### config.mk
export PLATFORM = sky130hd
export DESIGN_NAME = chunked_seq_adder
export DESIGN_NICKNAME = d
export VERILOG_FILES = /design/src/rtl/chunked_seq_adder.sv
export SDC_FILE = /design/constraint.sdc
export NUM_CORES = 1
export LEC_CHECK = 0
export CORE_UTILIZATION = 40
export DETAILED_ROUTE_END_ITERATION = 10
export PLACE_DENSITY = 0.73
export SYNTH_ARGS = -nofsm -noshare
export SYNTH_HDL_FRONTEND = slang
export SYNTH_SLANG_ARGS = --single-unit
### constraint.sdc
create_clock -name clk -period 3.3 [get_ports clk]
set_clock_uncertainty 0.15 [all_clocks]
set_input_delay 0.99 -clock clk [delete_from_list [all_inputs] [get_ports clk]]
set_output_delay 0.99 -clock clk [all_outputs]
set_load 0.01 [all_outputs]
### src/rtl/chunked_seq_adder.sv
// Multi-cycle add/sub: one CHUNK-bit ripple slice per clock, done pulses WIDTH/CHUNK cycles after an accepted start.
// start is only sampled while idle; requests arriving during a run are dropped, not queued.
module chunked_seq_adder #(
    parameter int WIDTH = 16,
    parameter int CHUNK = 4
) (
    input  logic             clk,
    input  logic             rst_n,
    input  logic             start,
    input  logic             sub,
    input  logic [WIDTH-1:0] a,
    input  logic [WIDTH-1:0] b,
    input  logic             cin,
    output logic             busy,
    output logic             done,
    output logic [WIDTH-1:0] s,
    output logic             cout,
    output logic             ovf
);
    localparam int N  = WIDTH / CHUNK;
    localparam int CW = (N > 1) ? $clog2(N) : 1;

    generate
        if (WIDTH < 2 || CHUNK < 1 || CHUNK > WIDTH || (WIDTH % CHUNK) != 0) begin : g_param_check
            $error("chunked_seq_adder: illegal WIDTH/CHUNK combination");
        end
    endgenerate

    typedef enum logic {IDLE, RUN} state_t;

    state_t           state;
    logic [WIDTH-1:0] op_a;
    logic [WIDTH-1:0] op_b;
    logic [WIDTH-1:0] acc;
    logic             carry;
    logic [CW-1:0]    cnt;

    int               base;
    logic [CHUNK-1:0] a_chunk;
    logic [CHUNK-1:0] b_chunk;
    logic [CHUNK-1:0] sum;
    logic             c_out;
    logic             c_msb;
    logic [WIDTH-1:0] res_next;
    logic             last;

    always_comb begin
        base     = int'(cnt) * CHUNK;
        a_chunk  = op_a[base +: CHUNK];
        b_chunk  = op_b[base +: CHUNK];
        {c_out, sum} = {1'b0, a_chunk} + {1'b0, b_chunk} + (CHUNK+1)'(carry);
        // Carry into the slice MSB recovered from the sum bit, valid for any CHUNK.
        c_msb    = a_chunk[CHUNK-1] ^ b_chunk[CHUNK-1] ^ sum[CHUNK-1];
        res_next = acc;
        res_next[base +: CHUNK] = sum;
        last     = (cnt == CW'(N - 1));
    end

    always_ff @(posedge clk or negedge rst_n) begin
        if (!rst_n) begin
            state <= IDLE;
            op_a  <= '0;
            op_b  <= '0;
            acc   <= '0;
            carry <= 1'b0;
            cnt   <= '0;
            busy  <= 1'b0;
            done  <= 1'b0;
            s     <= '0;
            cout  <= 1'b0;
            ovf   <= 1'b0;
        end else begin
            done <= 1'b0;
            case (state)
                IDLE: begin
                    if (start) begin
                        op_a  <= a;
                        op_b  <= sub ? ~b : b;
                        carry <= cin ^ sub;
                        cnt   <= '0;
                        busy  <= 1'b1;
                        state <= RUN;
                    end
                end
                RUN: begin
                    acc   <= res_next;
                    carry <= c_out;
                    if (last) begin
                        // Outputs only change here, so partial sums never escape.
                        s     <= res_next;
                        cout  <= c_out;
                        ovf   <= c_msb ^ c_out;
                        done  <= 1'b1;
                        busy  <= 1'b0;
                        state <= IDLE;
                    end else begin
                        cnt <= cnt + CW'(1);
                    end
                end
                default: state <= IDLE;
            endcase
        end
    end
endmodule
==> After elaboration in Yosys (flattened, before gate mapping) <==
Cells that the tools add are included.
{ "word_totals": {"output_inout_bits": 20, "regBits": 72, "inputBits": 37, "word_cells": 48} }
{ "classes": {"shift": 4, "n_addsub": 4, "n_eq_ne": 4, "mux": 15, "n_reduce_logical": 4, "n_bitwise": 6} }
{ "op_table": {"columns": ["operator", "n"], "rows": [
  ["negation 4 -> 33 bit", 1],
  ["variable shift 4 x 33 -> 16 bit, first input constant", 1],
  ["indexed part select 4 x 33 -> 16 bit", 1],
  ["indexed part select 16 x 5 -> 4 bit", 2],
  ["bitwise mux 16 bit", 1],
  ["two-way mux 16 bit", 1],
  ["inverter 16 bit", 1],
  ["AND reduction 2 bit", 4],
  ["two-way mux 1 bit", 7],
  ["one-hot mux 1 bit (2 select lines)", 3],
  ["adder 4 x 4 -> 5 bit", 1],
  ["adder 5 x 1 -> 5 bit", 1],
  ["two-way mux 2 bit", 2],
  ["!= test 2 bit, second input constant", 2],
  ["one-hot mux 2 bit (2 select lines)", 1],
  ["bitwise XOR 1 bit", 4],
  ["adder 2 x 1 -> 2 bit, second input constant", 1],
  ["equality test 2 bit, second input constant", 1],
  ["!= test 2 x 1 -> 1 bit, second input constant", 1],
  ["inverter 1 bit", 1]
]} }

==> Longest topological paths before layout <==
{ "logic_depth": {"depth_word": 5, "depth_mapped": 8, "mapped_depth_nobuf": 7} }

==> Least setup slack after synthesis <==
Ideal clock, no wire load.
{ "synth_timing": {"kind": "flip-flop to flip-flop", "from": "register cnt[0]", "to": "register ovf", "path_stages_with_launch": 9, "required_ns": 3.016, "synth_period_minus_slack_ns": 2.899, "slack_ns": 0.401, "arrival_ns": 2.615, "n_path_buf": 1, "setup_ns": 0.134, "cell_sequence": "dfrtp_1 -> buf_4 -> mux4_2 -> fa_1 -> fa_1 -> a21o_1 -> a21oi_1 -> xnor2_1 -> o21ai_0"} }
{ "synth_between": {"elab_chain_len": 5, "elab_cells_between_ends": 9, "classes_between": "add/sub (2); eq/ne (1); shift (2); bitwise (3); reduce/logical (1)"} }
{ "synth_lines": {"columns": ["element", "line", "rtl"], "rows": [
  ["start: declaration", "36", "logic [CW-1:0] cnt;"],
  ["start signal: assignment", "97", "cnt <= cnt + CW'(1);"],
  ["indexed part select 16 x 5 -> 4 bit, on equally long branches", "49, 50", null],
  ["adder 4 x 4 -> 5 bit", "51", "{c_out, sum} = {1'b0, a_chunk} + {1'b0, b_chunk} + (CHUNK+1)'(carry);"],
  ["adder 5 x 1 -> 5 bit", "51", null],
  ["bitwise XOR 1 bit", "53", "c_msb = a_chunk[CHUNK-1] ^ b_chunk[CHUNK-1] ^ sum[CHUNK-1];"],
  ["bitwise XOR 1 bit", "92", "ovf <= c_msb ^ c_out;"],
  ["end signal: assignment", "92", null],
  ["end: declaration", "18", "output logic ovf"]
]} }
Parallel ways exist; a longest one is shown, timed or not.
A chain may end at the register's enable or synchronous reset.

==> Worst setup path in the final report <==
{ "layout_timing": {"from": "register cnt[0]", "to": "register acc[10]"} }
{ "layout_between": {"elab_chain_len": 5, "elab_cells_between_ends": 8, "classes_between": "add/sub (3); shift (4); mux (1)"} }
{ "layout_lines": {"columns": ["element", "line", "rtl"], "rows": [
  ["indexed part select 16 x 5 -> 4 bit, on equally long branches", "49, 50", null],
  ["adder 4 x 4 -> 5 bit", "51", null],
  ["adder 5 x 1 -> 5 bit", "51", null],
  ["indexed part select 4 x 33 -> 16 bit", "55", "res_next[base +: CHUNK] = sum;"],
  ["bitwise mux 16 bit (*)", "55", null],
  ["end signal: assignment", "86", "acc <= res_next;"],
  ["end: declaration", "34", "logic [WIDTH-1:0] acc;"]
]} }
Mark *: on every way between the ends. The rest lies on a longest branch, timed or not.

==> flow_results.org <==
** Critical path
- At the worst endpoint, the required time is between 3000 and 4000 ps.
- STA classifies the critical path startpoint as a flip-flop.
- In this run the critical register-to-register path is launched from cnt[0].
- Crit Path Max Fanout :: 6
- Reg-to-reg endpoint :: acc[10]
- Setup slack on the worst reg-to-reg path comes out at 330 ps.
- The worst setup path is of the flip-flop to flip-flop kind.
- Worst reg2reg path depth :: 6
- Arrival time of the worst setup path :: roughly 3000 ps
- Critical path capture point type :: flip-flop

** Yosys
- After synthesis the cells add up to roughly 3400 um^2.
- Post-synthesis mux area share :: 10.8%
- For this run, asynchronously set or reset flops after synthesis account for 100%.
- In the post-synthesis netlist, the cell with the most instances is sky130_fd_sc_hd__dfrtp_1.
- Yosys warnings :: 0
- Summing the areas of all fa, ha and maj instances in the mapped netlist gives 4.44% of the synthesized area.
- Post-synth top area cell :: sky130_fd_sc_hd__dfrtp_1
- Synthesized-area fraction occupied by xor and xnor cells :: 5.35%
- The synthesized netlist devotes ~12% of its cell area to compound gates.
- Cells taking the most area after synthesis :: sky130_fd_sc_hd__dfrtp_1 52%, sky130_fd_sc_hd__o21ai_0 6.4%, sky130_fd_sc_hd__nand2_1 5.9%
- Simple-gate portion of the synthesized area :: 12.0%
- Summed over its instances, the top area cell type makes up 52.4% of the synthesized netlist area.
- Primary FF master, synth :: sky130_fd_sc_hd__dfrtp_1
- After synthesis, the largest family of logic cells by area is compound AO/OA/AOI/OAI gates.
- Counting every instance in the synthesized netlist gives 306.
- Portion of the post-synthesis area used by sequential elements :: 52.4%
- After synthesis, the most frequently instantiated cells are 72 x sky130_fd_sc_hd__dfrtp_1, 54 x sky130_fd_sc_hd__nand2_1, 44 x sky130_fd_sc_hd__o21ai_0, 19 x sky130_fd_sc_hd__xnor2_1, 18 x sky130_fd_sc_hd__a21oi_1.
- The synthesized design contains 72 register bits.
- When the netlist entered floorplanning its net count stood at 354.
- EDFF count, synth :: 0
- The netlist uses 33 different library cells.
- A synthesized cell averages 11.2 um^2.

** Timing
- Final min period :: 2970 ps
- Derived from the worst setup path, the maximum achievable clock frequency is 336 MHz.
- Unrepaired setup endpoints after global routing :: false
- Summed over all failing endpoints, the final setup total negative slack is 0 ps.
- Count of endpoints failing hold in the final timing report :: 0
- Pin slew with the least headroom to its limit :: around 610 ps
- Of the available clock period, the critical path in the final layout requires 90.1%.
- Once routing completed, OpenROAD measured the worst setup slack at 327 ps.
- Count of pins over their slew limit :: 0
- Setup violations remaining at the end of the flow were counted as 0.
- The worst pin sits at a relative slew slack of 59.2%.

** Pwr
- Share of total power consumed by net switching :: 40.1%
- Maximum vdd ir drop :: 0.465 mV
- For this design the ratio of total power to cell area is 1050 nW/um^2.
- Overall power consumption :: roughly 4.6 mW
- Standby leakage power :: 1.87 nW
- Internal power comes to 2.74 mW.
- For this design the total switching power over the nets is 1.84 mW.
- Per report_power, the sequential group accounts for 32.6% of the total.
- In this run, the combinational gates consume 49.5% of the power.
- Part of the total power dissipated in the clock network :: 18.0%

** Route
- Using the TritonRoute via totals, the vias-per-cell ratio works out to 5.08.
- Number of nets still failing antenna checks after routing :: 0
- Via count :: 2401
- The first TritonRoute pass finished after 4 iterations.
- Starting DRT DRC Count :: 102
- Summed over all layers, the routed wires come to 6.92 mm.
- Number of remaining DRC errors :: 0
- After detailed routing, the average wire length per cell comes to 14.6 um.

** Global routing
- Global routing used 17.7% of the available tracks across all layers.
- Met3 Use GR :: 5.23%
- Number of global-route vias before repair :: between 2000 and 2500
- Entering global routing, the biggest net connects 60 pins.
- For met1 alone, demand over resource in global routing was 22.4%.
- Antenna violations before repair :: 0
- Global routing consumed, on the met2 layer, 29.7% of the routing resources.
- For this run the aggregate overflow at the end of global routing stands at 0.
- After global routing, the most crowded layer is met2.
- The first global-routing pass estimated 12.0 mm of wire.

** Cells and area
- From synthesis to final layout, the design area changed by 26.2%.
- Antenna Cells :: 0
- Fraction of final layout cells sized beyond drive strength 1 :: ~14%
- The finished layout holds 473 standard cells, fillers aside.
- Area taken by flip-flops and latches :: 1800 um^2
- Number of nets in the layout :: approximately 400
- The filler cells instantiated in the layout total 738.
- Area of the multi-input gates :: 1540 um^2
- Cells fill between 50 and 60% of the core in the end.

** Place
- The wire-length estimate of the detail-placed layout is about 5.3 mm.
- Quantity of I/O buffers inserted on ports :: 56
- At the end of routability-driven placement, the weighted congestion stood at 0.860.
- Number of cells after detailed placement :: 458
- Worst Setup Slack post-DPL :: slightly above 300 ps

** CTS
- Clock root buffer master :: sky130_fd_sc_hd__clkbuf_8
- H-Tree Level Count :: 3
- Clock tree from TritonCTS :: done
- Hold buffer count at CTS :: 0
- After clock tree synthesis, the clock-pin slew on the worst setup and hold paths is 80 ps.
- Post-cts sizing count :: 0
- Setup Fix Bufs, Post-CTS :: 0
- Clock Path Buffers :: 2
- CTS saw 72 sinks.
- Num CTS Buffers :: 9
- Worst-skew pair later-pin latency :: between 300 and 400 ps

** Hold path
- Hold worst-path end :: acc[6]
- The startpoint identified for the worst hold timing path is acc[6].
- Worst min path class :: flip-flop to flip-flop
- The worst hold path was traced through 2 stages.

** Floorplan
- Die outline area :: approximately 9000 um^2
- Vertical extent of the die :: approximately 95 um
- Site row count :: 33
- The region available for standard cell placement spans between 8000 and 9000 um^2.
- Once the floorplan was initialized, standard cells occupied a little over two fifths of the core.
- The die is about 95 um wide.
- Top-level I/O count :: 57

** Run
- Number of max-cap violations :: 0

** Run status
- Result of the run :: completed
[critical path: stages (launching register included)]
cell,delay [ps]
sky130_fd_sc_hd__dfrtp_1,500
sky130_fd_sc_hd__mux4_2,560
sky130_fd_sc_hd__fa_1,440
sky130_fd_sc_hd__fa_1,420
sky130_fd_sc_hd__xor2_1,390
sky130_fd_sc_hd__nand2_1,170
sky130_fd_sc_hd__o21ai_0,240
[stage by stage]
step                instance area [um^2]  hold WS (ps)
floorplan                           3440           292
global placement                    4110           304
detailed placement                  4110           313
CTS                                 4340           330
global route                        4340           349
finish                              4340           328
[area by class of cell]
cell class	instances	share of cell area, %
multi-input cells	214	35.6
well taps	105	3.03
inverters	5	0.432
flip-flops and latches	72	41.5
repair buffers	62	14.1
clock buffers	9	2.85
clock inverters	6	2.51
[worst max path at each step]
| stage | start | to | slack (ps) |
|---|---|---|---|
| floorplan | cnt[0] | ovf | 400 |
| global placement | cnt[0] | acc[14] | 430 |
| global route | cnt[0] | acc[10] | 70 |
| CTS | cnt[0] | acc[10] | 290 |
| detailed placement | cnt[0] | acc[10] | 310 |
| finish | cnt[0] | acc[10] | 330 |
[state kept, by name (all words and copies together) (netlist names)]
signal  cells
acc        16
op_a       16
op_b       16
s          16
cnt         2
busy        1
carry       1
cout        1
done        1
ovf         1
state       1
[cells by family (layout without fill, tap and decap cells)]
| family | count (synthesis) | after routing |
|---|---|---|
| buffers and inverters | 20 | 82 |
| AO/OA/AOI/OAI | 75 | 75 |
| flip-flops | 72 | 72 |
| adder cells (fa/ha/maj) | 11 | 11 |
| multiplexers | 25 | 25 |
| AND/OR/NAND/NOR | 82 | 82 |
| XOR/XNOR | 21 | 21 |
[cell usage in the layout (no fill, tap or decap), drive strengths merged, types with 8 or more instances in the layout]
master | synthesis | routed
a21oi | 19 | 19
clkbuf | 5 | 9
clkdlybuf4s50 | 0 | 55
dfrtp | 72 | 72
ha | 9 | 9
mux2 | 16 | 16
mux4 | 8 | 8
nand2 | 54 | 54
nor2b | 12 | 12
o21ai | 44 | 44
xnor2 | 19 | 19
[power by group through the flow]
stage | Sequential [mW] | Combinational [mW] | Clock [mW]
detailed placement | 1.52 | 2.28 | 0
global route | 1.54 | 2.54 | 0.872
CTS | 1.50 | 2.29 | 0.838
floorplan | 1.44 | 1.57 | 0
global placement | 1.50 | 2.21 | 0
finish | 1.49 | 2.27 | 0.823
[metal layers]
metal	share of wire, %	wire length [um]	up-vias
li1	-	-	1184
met4	0.58	40	0
met3	5.3	364	6
met2	49	3410	80
met5	0	0	-
met1	45	3110	1131
Note: power is estimated with default switching activity, not from simulation.
